<file path="config.mk">
export PLATFORM = sky130hd
export DESIGN_NAME = ofm_axi_write_master
export DESIGN_NICKNAME = d
export VERILOG_FILES = /design/src/rtl/ofm_axi_write_master.sv
export SDC_FILE = /design/constraint.sdc
export NUM_CORES = 1
export LEC_CHECK = 0
export BUFFER_PORTS_ARGS = -buffer_cell sky130_fd_sc_hd__buf_2
export CORE_AREA = 2 2 509 511
export DETAILED_ROUTE_END_ITERATION = 16
export DIE_AREA = 0 0 511 513
export PLACE_DENSITY = 0.3
export SLEW_MARGIN = 25
export SYNTH_ARGS = -nofsm -noshare
export SYNTH_HDL_FRONTEND = slang
export SYNTH_SLANG_ARGS = --single-unit
</file>
<file path="constraint.sdc">
create_clock -name clk -period 9.2 [get_ports clk]
set_input_delay 0.92 -clock clk [delete_from_list [all_inputs] [get_ports clk]]
set_output_delay 0.92 -clock clk [all_outputs]
set_load 0.02 [all_outputs]
</file>
<file path="src/rtl/ofm_axi_write_master.sv">
// ofm_axi_write_master: drains the 512-bit OFM stream from the convolution
// engine into global memory as AXI4 INCR bursts, one burst in flight at a time.
// Bursts are capped by C_BURST_LEN and never cross a 4KB page.
//
// Ports:
//   clk, rst_n                    clock, async active-low reset
//   xfer_req/addr/size            start pulse, byte address (64B aligned), bytes
//   xfer_done, busy, bresp_err    completion pulse, busy flag, sticky error
//   s_axis_*                      OFM stream input (tvalid/tdata/tready)
//   m_axi_aw*, m_axi_w*, m_axi_b* AXI4 write channels
//
// Optional: define OFM_AXI_WRITE_MASTER_PERF_EN to add the saturating
// perf_busy_cycles / perf_w_stall / perf_src_stall counters.
`timescale 1ns/1ps

module ofm_axi_write_master #(
  parameter int unsigned C_ADDR_WIDTH = 64,
  parameter int unsigned C_DATA_WIDTH = 512,
  parameter int unsigned C_BURST_LEN  = 64
) (
  input  logic                      clk,
  input  logic                      rst_n,
  input  logic                      xfer_req,
  input  logic [C_ADDR_WIDTH-1:0]   xfer_addr,
  input  logic [C_ADDR_WIDTH-1:0]   xfer_size,
  output logic                      xfer_done,
  output logic                      busy,
  output logic                      bresp_err,
  input  logic                      s_axis_tvalid,
  input  logic [C_DATA_WIDTH-1:0]   s_axis_tdata,
  output logic                      s_axis_tready,
  output logic                      m_axi_awvalid,
  input  logic                      m_axi_awready,
  output logic [C_ADDR_WIDTH-1:0]   m_axi_awaddr,
  output logic [7:0]                m_axi_awlen,
  output logic [2:0]                m_axi_awsize,
  output logic [1:0]                m_axi_awburst,
  output logic                      m_axi_wvalid,
  input  logic                      m_axi_wready,
  output logic [C_DATA_WIDTH-1:0]   m_axi_wdata,
  output logic [C_DATA_WIDTH/8-1:0] m_axi_wstrb,
  output logic                      m_axi_wlast,
  input  logic                      m_axi_bvalid,
  output logic                      m_axi_bready,
  input  logic [1:0]                m_axi_bresp
`ifdef OFM_AXI_WRITE_MASTER_PERF_EN
  ,
  output logic [31:0]               perf_busy_cycles,
  output logic [31:0]               perf_w_stall,
  output logic [31:0]               perf_src_stall
`endif
);

  localparam int unsigned BEAT_BYTES = C_DATA_WIDTH / 8;
  localparam int unsigned OFF_W      = $clog2(BEAT_BYTES);
  localparam int unsigned CNT_W      = C_ADDR_WIDTH - OFF_W;
  localparam int unsigned PAGE_BEATS = 4096 / BEAT_BYTES;
  localparam int unsigned PG_W       = $clog2(PAGE_BEATS);
  localparam int unsigned BL_W       = 9;

  typedef enum logic [2:0] {IDLE, ADDR, DATA, RESP, DONE} state_t;

  state_t                  state, state_d;
  logic [C_ADDR_WIDTH-1:0] cur_addr, addr_d;
  logic [CNT_W-1:0]        remaining, rem_d, total_c, page_left_c, burst_w;
  logic [BL_W-1:0]         beat_cnt, bcnt_d, burst_q, burst_c;
  logic                    accept_c, in_data_c, w_hs_c;
  logic                    addr_lo_unused;

  assign addr_lo_unused = ^xfer_addr[OFF_W-1:0];

  // Total beats = ceil(size / beat bytes)
  assign total_c   = CNT_W'(xfer_size[C_ADDR_WIDTH-1:OFF_W]) + CNT_W'(|xfer_size[OFF_W-1:0]);
  assign accept_c  = (state == IDLE) && xfer_req;
  assign in_data_c = (state == DATA);
  assign w_hs_c    = m_axi_wvalid && m_axi_wready;

  // W channel is a direct, state-gated pass-through of the stream
  assign m_axi_wvalid  = in_data_c && s_axis_tvalid;
  assign s_axis_tready = in_data_c && m_axi_wready;
  assign m_axi_wdata   = s_axis_tdata;
  assign m_axi_wstrb   = '1;
  assign m_axi_wlast   = in_data_c && (beat_cnt == BL_W'(1));
  assign m_axi_awaddr  = cur_addr;
  assign m_axi_awsize  = 3'(OFF_W);
  assign m_axi_awburst = 2'b01;

  // Next burst length from the next address/remaining: min(remaining, max, page)
  always_comb begin
    burst_w     = rem_d;
    page_left_c = CNT_W'(PAGE_BEATS) - CNT_W'(addr_d[OFF_W+PG_W-1:OFF_W]);
    if (burst_w > CNT_W'(C_BURST_LEN)) burst_w = CNT_W'(C_BURST_LEN);
    if (burst_w > page_left_c)         burst_w = page_left_c;
    burst_c = BL_W'(burst_w);
  end

  // Next-state and datapath updates
  always_comb begin
    state_d = state;
    addr_d  = cur_addr;
    rem_d   = remaining;
    bcnt_d  = beat_cnt;
    case (state)
      IDLE: if (xfer_req) begin
        addr_d  = {xfer_addr[C_ADDR_WIDTH-1:OFF_W], OFF_W'(0)};
        rem_d   = total_c;
        state_d = (total_c == '0) ? DONE : ADDR;
      end
      ADDR: if (m_axi_awready) begin
        bcnt_d  = burst_q;
        state_d = DATA;
      end
      DATA: if (w_hs_c) begin
        bcnt_d = beat_cnt - BL_W'(1);
        if (beat_cnt == BL_W'(1)) state_d = RESP;
      end
      RESP: if (m_axi_bvalid) begin
        rem_d   = remaining - CNT_W'(burst_q);
        addr_d  = cur_addr + C_ADDR_WIDTH'({burst_q, OFF_W'(0)});
        state_d = (rem_d != '0) ? ADDR : DONE;
      end
      DONE:    state_d = IDLE;
      default: state_d = IDLE;
    endcase
  end

  // State register
  always_ff @(posedge clk or negedge rst_n) begin
    if (!rst_n) state <= IDLE;
    else        state <= state_d;
  end

  // Datapath registers and registered control outputs
  always_ff @(posedge clk or negedge rst_n) begin
    if (!rst_n) begin
      cur_addr      <= '0;
      remaining     <= '0;
      beat_cnt      <= '0;
      burst_q       <= '0;
      m_axi_awlen   <= '0;
      m_axi_awvalid <= 1'b0;
      m_axi_bready  <= 1'b0;
      xfer_done     <= 1'b0;
      busy          <= 1'b0;
      bresp_err     <= 1'b0;
    end else begin
      cur_addr      <= addr_d;
      remaining     <= rem_d;
      beat_cnt      <= bcnt_d;
      // awlen is captured on entry to ADDR so it is stable until awready
      if (state_d == ADDR && state != ADDR) begin
        burst_q     <= burst_c;
        m_axi_awlen <= 8'(burst_c - BL_W'(1));
      end
      m_axi_awvalid <= (state_d == ADDR);
      m_axi_bready  <= (state_d == RESP);
      xfer_done     <= (state == DONE);
      if (accept_c)           busy <= 1'b1;
      else if (state == DONE) busy <= 1'b0;
      if (accept_c)
        bresp_err <= 1'b0;
      else if (state == RESP && m_axi_bvalid && m_axi_bresp != 2'b00)
        bresp_err <= 1'b1;
    end
  end

`ifdef OFM_AXI_WRITE_MASTER_PERF_EN
  // Saturating performance counters, cleared by an accepted request
  always_ff @(posedge clk or negedge rst_n) begin
    if (!rst_n) begin
      perf_busy_cycles <= '0;
      perf_w_stall     <= '0;
      perf_src_stall   <= '0;
    end else if (accept_c) begin
      perf_busy_cycles <= '0;
      perf_w_stall     <= '0;
      perf_src_stall   <= '0;
    end else begin
      if (busy && perf_busy_cycles != '1)
        perf_busy_cycles <= perf_busy_cycles + 32'(1);
      if (in_data_c && s_axis_tvalid && !m_axi_wready && perf_w_stall != '1)
        perf_w_stall <= perf_w_stall + 32'(1);
      if (in_data_c && !s_axis_tvalid && perf_src_stall != '1)
        perf_src_stall <= perf_src_stall + 32'(1);
    end
  end
`endif

endmodule
</file>
Word level (Yosys, flattened, before mapping)
Cells that the tools add are included.

word-level totals
  flip-flop bits (word level) = 156

cells by class
  $add $sub $neg = 6
  reduce and logical (&&, ||, !) cells = 19
  magnitude comparators = 2
  equality and inequality tests = 12
  mux-type cells = 23

operators by type and width
  kind                   number
  $mux W58               3
  $mux W64               2
  $pmux W64 S2           1
  $pmux W58 S2           1
  $add A64 B15 Y64       1
  $add A58 B1 Y58        1
  $gt A58 B58 Y1         1
  $gt A58 B7 Y1 const B  1
  $logic_not A58 Y1      1
  $reduce_bool A58 Y1    1
  $sub A58 B9 Y58        1
  $mux W9                3
  $mux W3                7
  $pmux W9 S2            1
  $pmux W3 S4            1
  $reduce_bool A2 Y1     5
  $eq A3 B2 Y1 const B   3
  $eq A9 B1 Y1 const B   1
  $sub A9 B1 Y9 const B  1
  $logic_and A1 B1 Y1    8
  $sub A7 B6 Y8 const A  1
  $sub A8 B1 Y8 const B  1
  $eq A3 B1 Y1 const B   2
  $ne A2 B2 Y1 const B   3
  7 further kinds        11

Depth between registers and ports, before layout
  word-level depth = 9
  gate-level depth with buffers = 33

Worst setup path after synthesis
No wires, ideal clock.

  kind = in2reg
  start point = input port xfer_size[3]
  end point = register m_axi_awlen[4]
  slack = 2.075 ns
  setup time = 0.090 ns
  arrival = 7.035 ns
  required time = 9.110 ns
  stages = 30
  cell sequence = nor4_1 > nand2_1 > ha_1 > and3_1 > clkbuf_1 > nand3_1 > or3_1 > a21oi_1 > a311o_1 > or4_1 > or4_1 > or4_1 > and4bb_1 > buf_6 > nand2_1 > nor2_1 > ha_1 > a21oi_1 > nor2b_1 > o21ai_0 > nand3b_1 > a21oi_1 > a41o_1 > clkbuf_1 > mux2i_1 > ha_1 > o21ai_0 > a41o_1 > or4_1 > o221ai_1

on the way
  cells in the longest elaborated chain, start to end = 9
  elaborated cells on any way between the ends = 15
  those cells by class = add/sub (2); order compare (2); eq/ne (1); mux (7); reduce/logical (3)

RTL lines
  what                  line  source
  from (decl)           25    input logic [C_ADDR_WIDTH-1:0] xfer_size,
  $reduce_or A6 Y1 *    73    assign total_c = CNT_W'(xfer_size[C_ADDR_WIDTH-1:OFF_W]) + CNT_W'(|xfer_size[OFF_W-1:0]);
  $add A58 B1 Y58 *     73
  $mux W58 *            104   IDLE: if (xfer_req) begin
  $pmux W58 S2 *        103   case (state)
  net rem_d[13]         65    logic [CNT_W-1:0] remaining, rem_d, total_c, page_left_c, burst_w;
  $gt A58 B7 Y1         92    if (burst_w > CNT_W'(C_BURST_LEN)) burst_w = CNT_W'(C_BURST_LEN);
  $mux W58 *            92
  $gt A58 B58 Y1        93    if (burst_w > page_left_c) burst_w = page_left_c;
  $mux W9 *             93
  $sub A8 B1 Y8 *       153   m_axi_awlen <= 8'(burst_c - BL_W'(1));
  to (signal assigned)  153
  to (decl)             35    output logic [7:0] m_axi_awlen,

Mark *: on every way through the listed nets, which the timed path passes. The rest lies on a longest branch.
A chain may end at the register's enable or synchronous reset.

Worst setup path after layout
  start point = register burst_q[0]
  end point = register m_axi_awlen[4]

on the way
  cells in the longest elaborated chain, start to end = 8
  elaborated cells on any way between the ends = 18
  those cells by class = add/sub (4); order compare (2); eq/ne (1); mux (9); reduce/logical (2)

RTL lines
  what                    line  source
  from (decl)             66    logic [BL_W-1:0] beat_cnt, bcnt_d, burst_q, burst_c;
  from (signal assigned)  152   burst_q <= burst_c;
  $sub A58 B9 Y58 *       118   rem_d = remaining - CNT_W'(burst_q);
  $mux W58 *              117   RESP: if (m_axi_bvalid) begin
  $pmux W58 S2 *          103
  net rem_d[40]           65
  $gt A58 B7 Y1           92
  $mux W58 *              92
  $gt A58 B58 Y1          93
  $mux W9 *               93
  $sub A8 B1 Y8 *         153

Mark *: on every way through the listed nets, which the timed path passes. The rest lies on a longest branch. The select of a mux whose other input is x is not followed.

==> impl_metrics.tcl <==
set metrics [dict create \
    status "completed" \
    root_buffer "clkbuf_16" \
    drtPass1Iterations 5 \
    synth.avg_cell_area_um2 7.62 \
    async_reset_ff_share_pct 100 \
    dp_hpwl_mm 104 \
    setup_viol 0 \
    postCtsSetupBuffers 0 \
    h-tree-depth 4 \
    remaining_drc_errors 0 \
    power_density_nw_per_um2 289 \
    hp-class "in2async" \
    regArea_um2 3750 \
    place_congestion 0.807 \
    die_h_um 513 \
    start_util_pct 6.77 \
    grt_usage_pct 9.14 \
    vias 15400 \
    end_kind "register" \
    layout_common_cells "nand2_1, buf_2, dfrtp_1" \
    finalHoldViolations 0 \
    multiInputGateArea_um2 8870 \
    period_share_pct 84.7 \
    yosys-top-cells-area "buf_4, dfrtp_1, nand2_1, o21ai_0, xnor2_1" \
    power_mw 5.51 \
    num-fill-cells 30100 \
    grt_antenna_before_repair 35 \
    post_cts_resized 0 \
    crit_type "reg2reg" \
    worst_slew_pin_slew_ns 1.05 \
    max_freq_ghz 0.128 \
    cts_hold_buf 0 \
    seq_area_frac_synth_pct 21.7 \
    wl_mm 124 \
    yosysWarnings 0 \
    cts_buffers 17 \
    area_growth_pct 9.79 \
    final_nets 2611 \
    syn_area_um2 17300 \
    synth_edf_count 0 \
    clkSinkCount 150 \
    slew_headroom_pct 29.0 \
    final_common_cell "nand2_1" \
    rsz0062_at_grt "false" \
    worst_hold_slack_ns 0.261 \
    drv_cap 0 \
    synth_top_cell_by_area "buf_4" \
    start_kind "register" \
    overflow 0 \
    wl_per_cell_um 23.2 \
    clkTransAtPathRegs_ns 0.10 \
    max-clock-path-buffers 2 \
    rows 186 \
    irDropWorstVdd_mv 0.188 \
    grt_pass1_wl_mm 159 \
    io_buffers 204 \
    p_leak_nw 6.41 \
    fp.dieW_um 511 \
    drive_above_1_share_pct 16.5 \
    die_area_um2 262000 \
    setup_tns_ns 0 \
    grt_max_degree 61 \
    cp_max_fo 8 \
    required_ns 9.66 \
    top_level_ports 1310 \
    fin_skew_ns 0.0322 \
    core_area_um2 256000 \
    grt_pass1_vias 15200 \
    fin_crit_ns 7.79 \
    final_max_slew_viol_count 0 \
    synth_cell_types 89 \
    insertion_delay_ns 0.54 \
    arrival_ns 8.26 \
    ys_ff_latch 150 \
    antenna_left 0 \
    dr.first_iter.drc_count 1112 \
    ys.flop_type "dfrtp_1" \
    synthCells 2276 \
    viasPerCell 2.90 \
    yosysTopAreaCellShare_pct 25.4 \
    cts_tree "done" \
]
-- report_power, final --
group / internal, mW / leakage [nW] / switching (mW)
Sequential: 0.955 / 1.87 / 0.462
Combinational: 1.06 / 4.25 / 2.22
Clock: 0.367 / 0.287 / 0.440
Total: 2.38 / 6.41 / 3.13
-- path summary, 6_finish.rpt --
| path | start | end | slack, ns | cells after the start |
|---|---|---|---|---|
| setup / recovery | burst_q[0] | m_axi_awlen[4] | 1.41 | 26 |
| min in group clk | m_axi_awlen[7] | m_axi_awlen[7] | 0.51 | 1 |
| max in group asynchronous | rst_n | m_axi_awlen[5] | 7.61 | 2 |
| hold reg to reg | m_axi_awlen[7] | m_axi_awlen[7] | 0.51 | 1 |
| setup reg to reg | burst_q[0] | m_axi_awlen[4] | 1.41 | 26 |
| hold / removal | rst_n | m_axi_awaddr[58] | 0.26 | 1 |
-- synth_stat cells (all sizes together) (8+ instances only) --
master,n
buf,600
nand2,208
dfrtp,150
nor2,124
o21ai,103
nand3,99
a21oi,85
clkbuf,80
nor3,76
inv,71
xnor2,58
nand4,55
nor4,50
o311ai,40
xor2,38
and3,36
ha,31
or3,28
a31oi,24
or4,23
and2,22
a21o,15
nand2b,15
and4,13
o211ai,13
a221o,12
or2,12
nor2b,11
a211o,10
mux2i,10
o221ai,10
a211oi,9
nand4b,9
a21boi,8
a221oi,8
a22oi,8
o21a,8
-- layout make-up --
type | instances | area share (%)
Multi-Input combinational cell | 1448 | 46.6
Tap cell | 3384 | 22.2
Sequential cell | 150 | 19.7
Timing Repair Buffer | 241 | 6.88
Clock buffer | 17 | 2.24
Inverter | 71 | 1.40
Clock inverter | 15 | 0.914
Antenna cell | 1 | 0.0131
-- registers in the layout (all words and copies together), names as in the netlist --
register       count
xfer_done          1
m_axi_awvalid      1
burst_q            9
m_axi_bready       1
m_axi_awaddr      58
remaining         58
beat_cnt           9
m_axi_awlen        8
state              3
busy               1
bresp_err          1
-- critical path, cell delays in order (launching register included) --
cell,delay [ns]
dfrtp_1,0.46
ha_1,0.21
inv_1,0.06
fa_1,0.40
a211o_1,0.34
a21boi_1,0.51
a21boi_0,0.37
nor4_1,0.61
mux2_2,0.26
o21ai_0,0.12
or4_1,0.49
or4_1,0.64
and4bb_1,0.40
nand2_1,0.11
a21oi_1,0.19
ha_1,0.28
nor2b_1,0.14
o21ai_0,0.14
nand3b_1,0.10
a21oi_1,0.22
a41o_1,0.26
mux2i_1,0.33
ha_1,0.27
o21ai_0,0.11
a41o_1,0.25
or4_1,0.39
o221ai_1,0.08
-- stage by stage --
stage	utilization, %	worst slack [ns]	area (um^2)	instances
2_1_floorplan	-	2.08	17600	2349
3_3_place_gp	7.19	0.988	18400	5294
3_5_place_dp	7.19	1.08	18400	5294
4_1_cts	7.42	1.39	19000	5326
5_1_grt	7.43	0.863	19000	5327
6_report	7.43	1.41	19000	5327
-- cells by family (layout without fill, tap and decap cells) --
kind of cell    count (synthesis)  in the layout  synth area share (%)
compound gates                420            420                  16.6
xor+xnor                       96             96                  4.85
other cells                     2             76                0.0433
simple gates                  810            810                  24.5
mux                            14             14                 0.837
flops                         150            150                  21.7
fa+ha+maj                      33             33                  2.47
buf+inv                       751            344                  29.0
-- metal layers --
layer / up-vias / GRT usage, % / share of wire, %
met5: - / 0 / 0.011
met4: 2 / 6.93 / 8.2
met3: 501 / 4.88 / 12
met2: 900 / 15.8 / 49
met1: 7252 / 7.97 / 31
li1: 6777 / - / -
Power figures use the tool's default switching activity.
